==> src/rtl/siganfu_target_tracker.sv <==
// siganfu_target_tracker: radar lock qualifier and IFF handshake for the siganfu gun controller.
// Produces target_locked / is_enemy from consecutive radar hits and the IFF responder answer.
// Optional range gate: define TRACKER_RANGE_GATE_EN to count only hits with radar_range <= MAX_RANGE;
// when undefined every radar_hit counts and radar_range is ignored.
module siganfu_target_tracker #(
  parameter int LOCK_HITS   = 4,
  parameter int MISS_LIMIT  = 3,
  parameter int IFF_TIMEOUT = 8,
  parameter int MAX_RANGE   = 200,
  parameter int CNT_W       = 4
) (
  input  logic       sysclk,
  input  logic       reboot_n,
  input  logic       radar_hit,
  input  logic [7:0] radar_range,
  input  logic       iff_ack,
  input  logic       iff_friend,
  output logic       iff_req,
  output logic       target_locked,
  output logic       is_enemy,
  output logic [1:0] track_state
);

  localparam logic [1:0] ST_SEARCH  = 2'd0;
  localparam logic [1:0] ST_ACQUIRE = 2'd1;
  localparam logic [1:0] ST_LOCKED  = 2'd2;
  localparam logic [1:0] ST_COAST   = 2'd3;

  // Terminal counter values: reaching these on a qualifying event ends the count.
  localparam logic [CNT_W-1:0] HIT_LAST  = CNT_W'(LOCK_HITS - 1);
  localparam logic [CNT_W-1:0] MISS_LAST = CNT_W'(MISS_LIMIT - 1);
  localparam logic [CNT_W-1:0] TMO_LAST  = CNT_W'(IFF_TIMEOUT - 1);

  logic [1:0]       state_reg, state_next;
  logic [CNT_W-1:0] hit_cnt_reg, hit_cnt_next;
  logic [CNT_W-1:0] miss_cnt_reg, miss_cnt_next;
  logic [CNT_W-1:0] tmo_cnt_reg, tmo_cnt_next;
  logic             retry_reg, retry_next;   // query timed out; re-assert iff_req next edge
  logic             iff_req_next, is_enemy_next;
  logic             lock_start;              // fresh lock (not a COAST re-entry): open a new query
  logic             qhit;

`ifdef TRACKER_RANGE_GATE_EN
  assign qhit = radar_hit & (radar_range <= 8'(MAX_RANGE));
`else
  logic unused_range;
  assign unused_range = ^radar_range;
  assign qhit = radar_hit;
`endif

  // Outputs derived directly from registers; LOCKED and COAST share state bit 1.
  assign track_state   = state_reg;
  assign target_locked = state_reg[1];

  // Track state machine with hit/miss counting.
  always_comb begin
    state_next    = state_reg;
    hit_cnt_next  = hit_cnt_reg;
    miss_cnt_next = miss_cnt_reg;
    lock_start    = 1'b0;
    case (state_reg)
      ST_SEARCH: begin
        if (qhit) begin
          if (LOCK_HITS == 1) begin
            state_next   = ST_LOCKED;
            hit_cnt_next = '0;
            lock_start   = 1'b1;
          end else begin
            state_next   = ST_ACQUIRE;
            hit_cnt_next = CNT_W'(1);
          end
        end
      end
      ST_ACQUIRE: begin
        if (!qhit) begin
          state_next   = ST_SEARCH;
          hit_cnt_next = '0;
        end else if (hit_cnt_reg >= HIT_LAST) begin
          state_next    = ST_LOCKED;
          hit_cnt_next  = '0;
          miss_cnt_next = '0;
          lock_start    = 1'b1;
        end else begin
          hit_cnt_next = hit_cnt_reg + 1'b1;
        end
      end
      ST_LOCKED: begin
        if (qhit) begin
          miss_cnt_next = '0;
        end else if (MISS_LIMIT == 1) begin
          state_next    = ST_SEARCH;
          miss_cnt_next = '0;
        end else begin
          state_next    = ST_COAST;
          miss_cnt_next = CNT_W'(1);
        end
      end
      default: begin  // ST_COAST
        if (qhit) begin
          state_next    = ST_LOCKED;
          miss_cnt_next = '0;
        end else if (miss_cnt_reg >= MISS_LAST) begin
          state_next    = ST_SEARCH;
          miss_cnt_next = '0;
        end else begin
          miss_cnt_next = miss_cnt_reg + 1'b1;
        end
      end
    endcase
  end

  // IFF query: open on a fresh lock, close on ack, pulse low for one cycle on timeout.
  always_comb begin
    iff_req_next  = iff_req;
    is_enemy_next = is_enemy;
    tmo_cnt_next  = tmo_cnt_reg;
    retry_next    = retry_reg;
    if (!state_next[1]) begin
      // Not locked after this edge: drop everything, including a coincident answer.
      iff_req_next  = 1'b0;
      is_enemy_next = 1'b0;
      tmo_cnt_next  = '0;
      retry_next    = 1'b0;
    end else if (lock_start) begin
      iff_req_next  = 1'b1;
      is_enemy_next = 1'b0;
      tmo_cnt_next  = '0;
      retry_next    = 1'b0;
    end else if (iff_req) begin
      if (iff_ack) begin
        iff_req_next  = 1'b0;
        is_enemy_next = ~iff_friend;
        tmo_cnt_next  = '0;
      end else if (tmo_cnt_reg >= TMO_LAST) begin
        iff_req_next = 1'b0;
        tmo_cnt_next = '0;
        retry_next   = 1'b1;
      end else begin
        tmo_cnt_next = tmo_cnt_reg + 1'b1;
      end
    end else if (retry_reg) begin
      iff_req_next = 1'b1;
      tmo_cnt_next = '0;
      retry_next   = 1'b0;
    end
  end

  // State register bank; reset clears lock and any pending query at once.
  always_ff @(posedge sysclk or negedge reboot_n) begin
    if (!reboot_n) begin
      state_reg    <= ST_SEARCH;
      hit_cnt_reg  <= '0;
      miss_cnt_reg <= '0;
      tmo_cnt_reg  <= '0;
      retry_reg    <= 1'b0;
      iff_req      <= 1'b0;
      is_enemy     <= 1'b0;
    end else begin
      state_reg    <= state_next;
      hit_cnt_reg  <= hit_cnt_next;
      miss_cnt_reg <= miss_cnt_next;
      tmo_cnt_reg  <= tmo_cnt_next;
      retry_reg    <= retry_next;
      iff_req      <= iff_req_next;
      is_enemy     <= is_enemy_next;
    end
  end

endmodule

==> config.mk <==
export PLATFORM = sky130hd
export DESIGN_NAME = siganfu_target_tracker
export DESIGN_NICKNAME = d
export VERILOG_FILES = /design/src/rtl/siganfu_target_tracker.sv
export SDC_FILE = /design/constraint.sdc
export NUM_CORES = 1
export LEC_CHECK = 0
export CAP_MARGIN = 20
export CORE_MARGIN = 4
export CORE_UTILIZATION = 40
export DETAILED_ROUTE_END_ITERATION = 8
export DONT_BUFFER_PORTS = 1
export GPL_ROUTABILITY_DRIVEN = 0
export PLACE_DENSITY = 0.54
export SYNTH_ARGS = -nofsm -noshare
export SYNTH_HDL_FRONTEND = slang
export SYNTH_SLANG_ARGS = --single-unit
==> constraint.sdc <==
create_clock -name sysclk -period 1.5 [get_ports sysclk]
set_input_delay 0.075 -clock sysclk [delete_from_list [all_inputs] [get_ports sysclk]]
set_output_delay 0.075 -clock sysclk [all_outputs]
set_load 0.02 [all_outputs]
==> reports/summary.txt, run 1 <==
status: complete, but fails checks
violated checks: setup timing
sequential cell area fraction in the yosys report: 45.0%
Layout Skew: 2.27 ps
period utilization: 110%
total negative slack: -1150 ps
Worst-path clk slew: 100 ps
core area: 0.00223 mm2
Post-Layout Cell Count: 145
Post-Route WL: 1870 um
Syn-to-layout area delta: 29.8%
Synth Instances: 95
Clk Latency, worst-skew pair: 280 ps
Die ar.: 0.00320 mm2
FILL cells: 199
FF/Latch Area: 427 um2
multi-input logic area: 557 um2
GR Util All Layers: 12.8%
Max VDD drop: 1.09 mV
CP Class: flop to flop
CTS tree: built
Slew @ Worst Pin: 744 ps
DR pass1 iterations: 2
Initial Utilization: 42.3%
Top FF cell, synth: dfrtp_1
Yosys warnings: 0
DRT iter0 DRCs: 12
Clock Tree Root: clkbuf_4
std cell rows: 17
Worst EP arrival: 1830 ps
Syn Area/Cell: 9.94 um2
flops & latches, synth: 17
Num CTS Buffers: 3
Remaining Overflow, GRT: 0
DRC Markers: 0
first-pass GRT wire length: 3220 um
Clock Tree Buf Depth: 2
minimum clock period: 1660 ps
max cap viols: 0
Post-DRT Antenna Nets: 0
maximum clock rate: 0.604 GHz
Pleak: 0.584 nW
I/O Pins: 18
syn nets: 116
library cells used by synthesis: 33
CTS Sinks: 17
endpoints failing setup: 10
commonest non-fill, non-tap cells in the layout: 18 x buf_4, 16 x dfrtp_1, 11 x nor2_1, 6 x nand2_1
Post-synth EDFFs: 0
Power Density: 1710 mW/mm2
# placed instances: 136
final hold vios: 0
post-layout power: 2.10 mW
Max Fanout on Critical Path: 4
CP required: 1670 ps
nets@finish: 139
Setup crit start kind: flop
mean routed wirelength per cell: 12.9 um
# port buffers: 0
max-slew violations: 0
most common cell after layout, fill and taps aside: buf_4
vias per std cell: 5.14
crit end category: flop
slew margin rel.: 50.2%
FFs w/ async S/R, synth: 100%
Netlist Area Pre-Place: 945 um2
Worst Setup Slack, final: -155 ps
vias after detailed routing: 745
CTS H-tree depth: 1
worst hold path class: input pin to flop
antenna cells: 0
die height: 56.6 um
initial antenna violation count: 0
Die Wd: 56.6 um
Detailed Place HPWL: 1350 um
vias in the first global route: 763
RSZ-0062 raised after global routing: yes
pin count of the biggest net entering global routing: 18
fraction of layout instances using a drive strength above 1: 35.9%
-- synth_stat cells, types with 2 or more instances --
cell type   n  area, um2
dfrtp_1    17        425
nor2_1     13       48.8
ha_1        8        100
nand2_1     8       30.0
nor2b_1     5       31.3
a21oi_1     4       20.0
inv_1       4       15.0
mux2_2      3       33.8
o21ai_0     3       15.0
a31oi_1     2       12.5
and2_1      2       12.5
clkbuf_1    2       7.51
nand2b_1    2       12.5
nand3_1     2       10.0
o21ai_1     2       10.0
-- layer usage --
| layer | wire (um) | vias to the layer above | GRT usage [%] |
|---|---|---|---|
| met2 | 889 | 9 | 20.0 |
| met4 | 12 | 0 | 5.08 |
| met3 | 63 | 2 | 3.22 |
| met5 | 0 | - | 0 |
| li1 | - | 380 | - |
| met1 | 905 | 354 | 17.0 |
-- final cells by class --
class,count,share of cell area [%]
Inverter,4,1.22
Clock buffer,3,1.84
Clock inverter,1,0.408
Multi-Input combinational cell,71,45.4
Tap cell,28,2.86
Timing Repair Buffer,21,13.5
Sequential cell,17,34.8
-- what timing repair did --
action	4_1_cts	5_1_grt
buffers inserted	0	2
pin swaps	1	2
hold buffers	3	0
endpoints found under the hold margin	20	0
setup endpoints to repair	10	15
gates resized for setup	2	11
-- final timing paths --
| path | from | end | slack, ps | cells after the start |
|---|---|---|---|---|
| worst max-delay path | hit_cnt_reg[1] | miss_cnt_reg[2] | -160 | 6 |
| max in group asynchronous | reboot_n | track_state[1] | 700 | 1 |
| worst min-delay path | iff_ack | retry_reg | 20 | 3 |
| worst max register to register | hit_cnt_reg[1] | miss_cnt_reg[2] | -160 | 6 |
| worst min register to register | tmo_cnt_reg[3] | tmo_cnt_reg[3] | 550 | 2 |
| min in group asynchronous | reboot_n | track_state[0] | 290 | 1 |
-- cells by family after synthesis --
group / share of synthesized area [%]
and+or+nand+nor: 21.2
AOI/OAI and AO/OA: 14.2
DFF: 45.0
adders and majority gates: 10.6
buffers and inverters: 3.18
muxes: 5.83
-- metrics by stage --
| step | instance area, um2 | util (%) | worst slack, ps | hold WS, ps |
|---|---|---|---|---|
| final | 1230 | 54.9 | -155 | 21.5 |
| after global routing | 1230 | 54.9 | -200 | 53.6 |
| after CTS | 1170 | 52.2 | -130 | 5.84 |
| after detailed placement | 1100 | 49.2 | -115 | -220 |
| after global placement | 1100 | 49.2 | -84.4 | -220 |
| after floorplan | 968 | - | -58.0 | -221 |
-- worst max-delay path, cell delays in order (launching register included) --
cell	delay [ps]
dfrtp_1	400
ha_2	190
or3_4	340
buf_4	160
nand2_4	70
a21oi_4	70
mux2_1	310
-- where the power goes --
group | total, mW | switching, mW | leakage (nW) | internal, mW
Sequential | 0.613 | 0.0727 | 0.229 | 0.540
Clock | 0.240 | 0.141 | 0.0177 | 0.0989
Combinational | 1.24 | 0.607 | 0.338 | 0.637
No activity file was read; power rests on OpenSTA's default activity.
==> run 2: changes to the inputs <==
--- a/config.mk
+++ b/config.mk
@@ -7,11 +7,11 @@
 export LEC_CHECK = 0
 export CAP_MARGIN = 20
 export CORE_MARGIN = 4
-export CORE_UTILIZATION = 40
+export CORE_UTILIZATION = 54
 export DETAILED_ROUTE_END_ITERATION = 8
 export DONT_BUFFER_PORTS = 1
 export GPL_ROUTABILITY_DRIVEN = 0
-export PLACE_DENSITY = 0.54
+export PLACE_DENSITY = 0.7
 export SYNTH_ARGS = -nofsm -noshare
 export SYNTH_HDL_FRONTEND = slang
 export SYNTH_SLANG_ARGS = --single-unit
==> reports/summary.txt, run 2 (synthesized netlist as in run 1, its figures left out) <==
max cap viols: 0
die height: 49.8 um
Slew @ Worst Pin: 765 ps
Initial Utilization: 59.9%
design area: 0.00118 mm2
status: complete, but fails checks
Num CTS Buffers: 3
CTS H-tree depth: 1
CTS tree: built
power share of the clock group: 11.7%
nets@finish: 136
Pleak: 0.546 nW
Clock Tree Buf Depth: 2
Detailed Place HPWL: 1340 um
core area: 0.00158 mm2
most common cell after layout, fill and taps aside: dfrtp_1
crit end category: flop
reg2reg end: retry_reg
Clk Latency, worst-skew pair: 280 ps
CP Class: flop to flop
Worst-path clk slew: 100 ps
Reg2Reg Setup Slack: -150 ps
CTS Sinks: 17
DR pass1 iterations: 4
Die Wd: 49.8 um
Die ar.: 0.00248 mm2
maximum clock rate: 0.608 GHz
GR peak layer: met2
critical path cell sequence: ha_2 > or3_4 > and3_4 > a311o_4 > nor2_2
GR Util All Layers: 17.3%
post-placement cell area: 0.00107 mm2
fraction of layout instances using a drive strength above 1: 33.3%
Power Density: 1730 mW/mm2
minimum clock period: 1650 ps
Post-Route WL: 1890 um
violated checks: setup timing
Worst Setup Slack, final: -146 ps
commonest non-fill, non-tap cells in the layout: 15 x dfrtp_1, 14 x buf_4, 9 x nor2_1, 8 x nand2_1, 6 x ha_1
net switching power: 0.817 mW
Post-Layout Cell Count: 130
Slowest cell on crit path: dfrtp_1
FF/Latch Area: 428 um2
# port buffers: 0
P_int: 1.22 mW
I/O Pins: 18
hold endpoint: track_state[0]
Max VDD drop: 1.16 mV
GR Util met3: 3.92%
max-slew violations: 0
Remaining Overflow, GRT: 0
Setup crit start kind: flop
vias after detailed routing: 744
worst r2r path cells: 5
hold path cells: 2
register share of total power: 29.7%
Post-DRT Antenna Nets: 0
first-pass GRT wire length: 3240 um
slew margin rel.: 48.8%
FF-to-FF Start: hit_cnt_reg[1]
DRC Markers: 0
Max Fanout on Critical Path: 6
pin count of the biggest net entering global routing: 18
period utilization: 110%
RSZ-0062 raised after global routing: yes
multi-input logic area: 543 um2
CP required: 1720 ps
Hold Startpoint: radar_hit
final hold vios: 0
switching share of power: 40.0%
Worst EP arrival: 1870 ps
FILL cells: 131
power share of the combinational group: 58.5%
Syn-to-layout area delta: 24.8%
CP max stage delay: 390 ps
endpoints failing setup: 10
antenna cells: 0
vias per std cell: 5.72
vias in the first global route: 717
M1 GR Usage: 23.7%
mean routed wirelength per cell: 14.6 um
# placed instances: 122
worst hold path class: input pin to flop
std cell rows: 14
worst hold margin: 46.4 ps
DRT iter0 DRCs: 20
Clock Tree Root: clkbuf_4
global routing usage on met2: 25.6%
initial antenna violation count: 0
Layout Skew: 4.37 ps
==> run 2: changes by cell type in the layout (fill, tap and decap cells not counted), moves of 2 or more <==
cell and delta:
buf_4 -4, ha_2 -2, nand2_1 +2, nor2_1 -2, nor2_2 +2
==> run 2: stage by stage <==
stage	setup slack (ps)	power, mW	TNS, ps	utilization [%]
finish	-146	2.04	-970	74.8
floorplan	-58.0	1.33	-319	-
detailed placement	-115	1.65	-802	67.8
global route	-221	2.20	-1810	74.8
global placement	-90.5	1.61	-511	67.8
CTS	-130	1.95	-927	72.5
==> run 2: area by class of cell <==
class	count	area share, %
clock buffers	4	2.23
inverters	4	1.27
multi-input cells	71	46.1
flip-flops and latches	17	36.3
well taps	16	1.70
repair buffers	18	12.4
==> run 2: how the worst max path moves through the flow <==
stage                    start              to  slack [ps]  cells after the start
2_1_floorplan   hit_cnt_reg[0]  tmo_cnt_reg[3]         -60                      5
3_3_place_gp    hit_cnt_reg[1]       retry_reg         -90                      5
3_5_place_dp    hit_cnt_reg[1]       retry_reg        -120                      5
4_1_cts         hit_cnt_reg[1]       retry_reg        -130                      5
5_1_grt        miss_cnt_reg[1]       retry_reg        -220                      5
6_report        hit_cnt_reg[1]       retry_reg        -150                      5
==> run 2: worst max-delay path: cells and delay by family, from the launching register on <==
family                     cells  cell delay (ps)
AOI/OAI and AO/OA              1              370
adders and majority gates      1              190
DFF                            1              390
and+or+nand+nor                3              630
==> run 2: power groups by stage <==
| stage | clock network, mW | registers [mW] | logic [mW] |
|---|---|---|---|
| after floorplan | 0 | 0.661 | 0.674 |
| after global placement | 0 | 0.610 | 1.00 |
| after detailed placement | 0 | 0.618 | 1.03 |
| after CTS | 0.247 | 0.611 | 1.09 |
| after global routing | 0.274 | 0.621 | 1.30 |
| final | 0.239 | 0.606 | 1.19 |
==> run 2: timing repair <==
action | in CTS | in global routing
endpoints found under the setup margin | 11 | 14
pin swaps | 1 | 0
setup buffers | 0 | 1
hold buffers | 3 | 0
resized for setup | 4 | 7
hold endpoints to repair | 20 | 0
==> run 2: layer usage <==
layer | routed length, um | vias up
met4 | 14 | 0
met5 | 0 | -
met1 | 924 | 350
met2 | 878 | 20
met3 | 76 | 2
li1 | - | 372
==> run 3: changes to the inputs <==
--- a/config.mk
+++ b/config.mk
@@ -7,11 +7,12 @@
 export LEC_CHECK = 0
 export CAP_MARGIN = 20
 export CORE_MARGIN = 4
-export CORE_UTILIZATION = 54
+export CORE_UTILIZATION = 60
 export DETAILED_ROUTE_END_ITERATION = 8
 export DONT_BUFFER_PORTS = 1
 export GPL_ROUTABILITY_DRIVEN = 0
-export PLACE_DENSITY = 0.7
+export MAX_ROUTING_LAYER = met4
+export PLACE_DENSITY = 0.74
 export SYNTH_ARGS = -nofsm -noshare
 export SYNTH_HDL_FRONTEND = slang
 export SYNTH_SLANG_ARGS = --single-unit
==> constraint.sdc (replaced) <==
create_clock -name sysclk -period 1.7 [get_ports sysclk]
set_input_delay 0.085 -clock sysclk [delete_from_list [all_inputs] [get_ports sysclk]]
set_output_delay 0.085 -clock sysclk [all_outputs]
set_load 0.02 [all_outputs]
==> reports/summary.txt, run 3 (synthesized netlist as in run 1, its figures left out) <==
vias after detailed routing: 702
Initial Utilization: 63.4%
die height: 47.7 um
CP Class: flop to flop
P_int: 0.993 mW
Clk Latency, worst-skew pair: 290 ps
minimum clock period: 1630 ps
maximum clock rate: 0.613 GHz
# port buffers: 0
Syn-to-layout area delta: 16.8%
Remaining Overflow, GRT: 0
CTS tree: built
worst r2r path cells: 5
Clock Tree Buf Depth: 2
Setup crit start kind: flop
Num CTS Buffers: 3
Post-DRT Antenna Nets: 0
Worst-path clk slew: 90 ps
CTS Sinks: 17
mean routed wirelength per cell: 15.4 um
period utilization: 96.0%
vias in the first global route: 705
final hold vios: 0
crit end category: flop
DRC Markers: 0
net switching power: 0.687 mW
critical path startpoint: hit_cnt_reg[0]
power share of the combinational group: 55.3%
Die ar.: 0.00227 mm2
Reg2Reg Setup Slack: 70 ps
DR pass1 iterations: 4
register share of total power: 32.2%
nets@finish: 127
commonest non-fill, non-tap cells in the layout: 15 x dfrtp_1, 13 x nor2_1, 7 x nand2_1, 5 x nor2b_1, 5 x buf_4
Worst EP arrival: 1860 ps
Detailed Place HPWL: 1230 um
Slew @ Worst Pin: 757 ps
core area: 0.00149 mm2
worst hold path class: input pin to flop
Pleak: 0.503 nW
DRT iter0 DRCs: 6
slew margin rel.: 49.4%
FILL cells: 102
RSZ-0062 raised after global routing: yes
std cell rows: 14
Post-Route WL: 1870 um
Power Density: 1520 mW/mm2
Max Fanout on Critical Path: 6
Slowest cell on crit path: dfrtp_1
Max VDD drop: 1.03 mV
first-pass GRT wire length: 3040 um
switching share of power: 40.9%
Layout Skew: 5.29 ps
reg2reg end: tmo_cnt_reg[1]
post-layout power: 1.68 mW
CP max stage delay: 390 ps
crit path to: tmo_cnt_reg[1]
CP required: 1920 ps
I/O Pins: 18
Clock Tree Root: clkbuf_4
Hold Startpoint: iff_ack
FF/Latch Area: 428 um2
Worst Setup Slack, final: 68.5 ps
multi-input logic area: 536 um2
critical path cell sequence: ha_2 > or3_4 > and3_4 > a311o_4 > nor2_1
antenna cells: 0
vias per std cell: 5.80
FF-to-FF Start: hit_cnt_reg[0]
max-slew violations: 0
status: finished clean
GR Util All Layers: 19.9%
max cap viols: 0
fraction of layout instances using a drive strength above 1: 25.7%
endpoints failing setup: 0
Die Wd: 47.7 um
CTS H-tree depth: 1
initial antenna violation count: 0
total negative slack: 0 ps
most common cell after layout, fill and taps aside: dfrtp_1
pin count of the biggest net entering global routing: 18
power share of the clock group: 12.5%
Place WS: -0.590 ps
==> run 3: power by group through the flow <==
stage               combinational (mW)  sequential (mW)  clock (mW)
floorplan                        0.544            0.579           0
global placement                 0.725            0.542           0
detailed placement               0.755            0.548           0
CTS                              0.794            0.541       0.215
global route                      1.05            0.552       0.234
finish                           0.929            0.542       0.209
==> run 3: layout make-up <==
type	count	share of cell area, %
timing repair buffer	9	7.14
tap	16	1.81
sequential	17	38.8
clock buffer	4	2.38
inverter	4	1.36
multi-input combinational	71	48.5
==> run 3: worst max-delay path, delay by kind of cell (launching register included) <==
kind,cells,cell delay (ps)
and+or+nand+nor,3,640
adders and majority gates,1,190
AOI/OAI and AO/OA,1,350
DFF,1,390
==> run 3: what timing repair did <==
item,in CTS,in global routing
hold buffers,3,0
endpoints found under the hold margin,20,0
gates resized for setup,2,11
pin swaps,1,0
setup buffers,0,2
endpoints found under the setup margin,4,9
==> run 3: metal layers <==
metal / vias up / share of wire [%] / global-route usage (%)
met5: - / 0 / -
met3: 5 / 3.3 / 2.63
met1: 330 / 46 / 24.9
li1: 353 / - / -
met2: 14 / 49 / 31.4
met4: 0 / 1.8 / 9.68
==> run 3: worst min-delay path by stage <==
stage / end / slack, ps / depth (start not counted)
after floorplan: hit_cnt_reg[0] / -210 / 0
after global placement: miss_cnt_reg[2] / -210 / 0
after detailed placement: miss_cnt_reg[2] / -210 / 0
after CTS: retry_reg / 20 / 3
after global routing: retry_reg / 30 / 3
final: retry_reg / 20 / 3
==> run 3: through the flow <==
step	instance area (um2)	hold WS (ps)	util (%)	cells
final	1100	19.5	74.1	121
after global routing	1100	32.9	74.1	121
after CTS	1050	16.1	70.3	119
after detailed placement	981	-210	65.9	112
after global placement	981	-210	65.9	112
after floorplan	946	-211	-	95
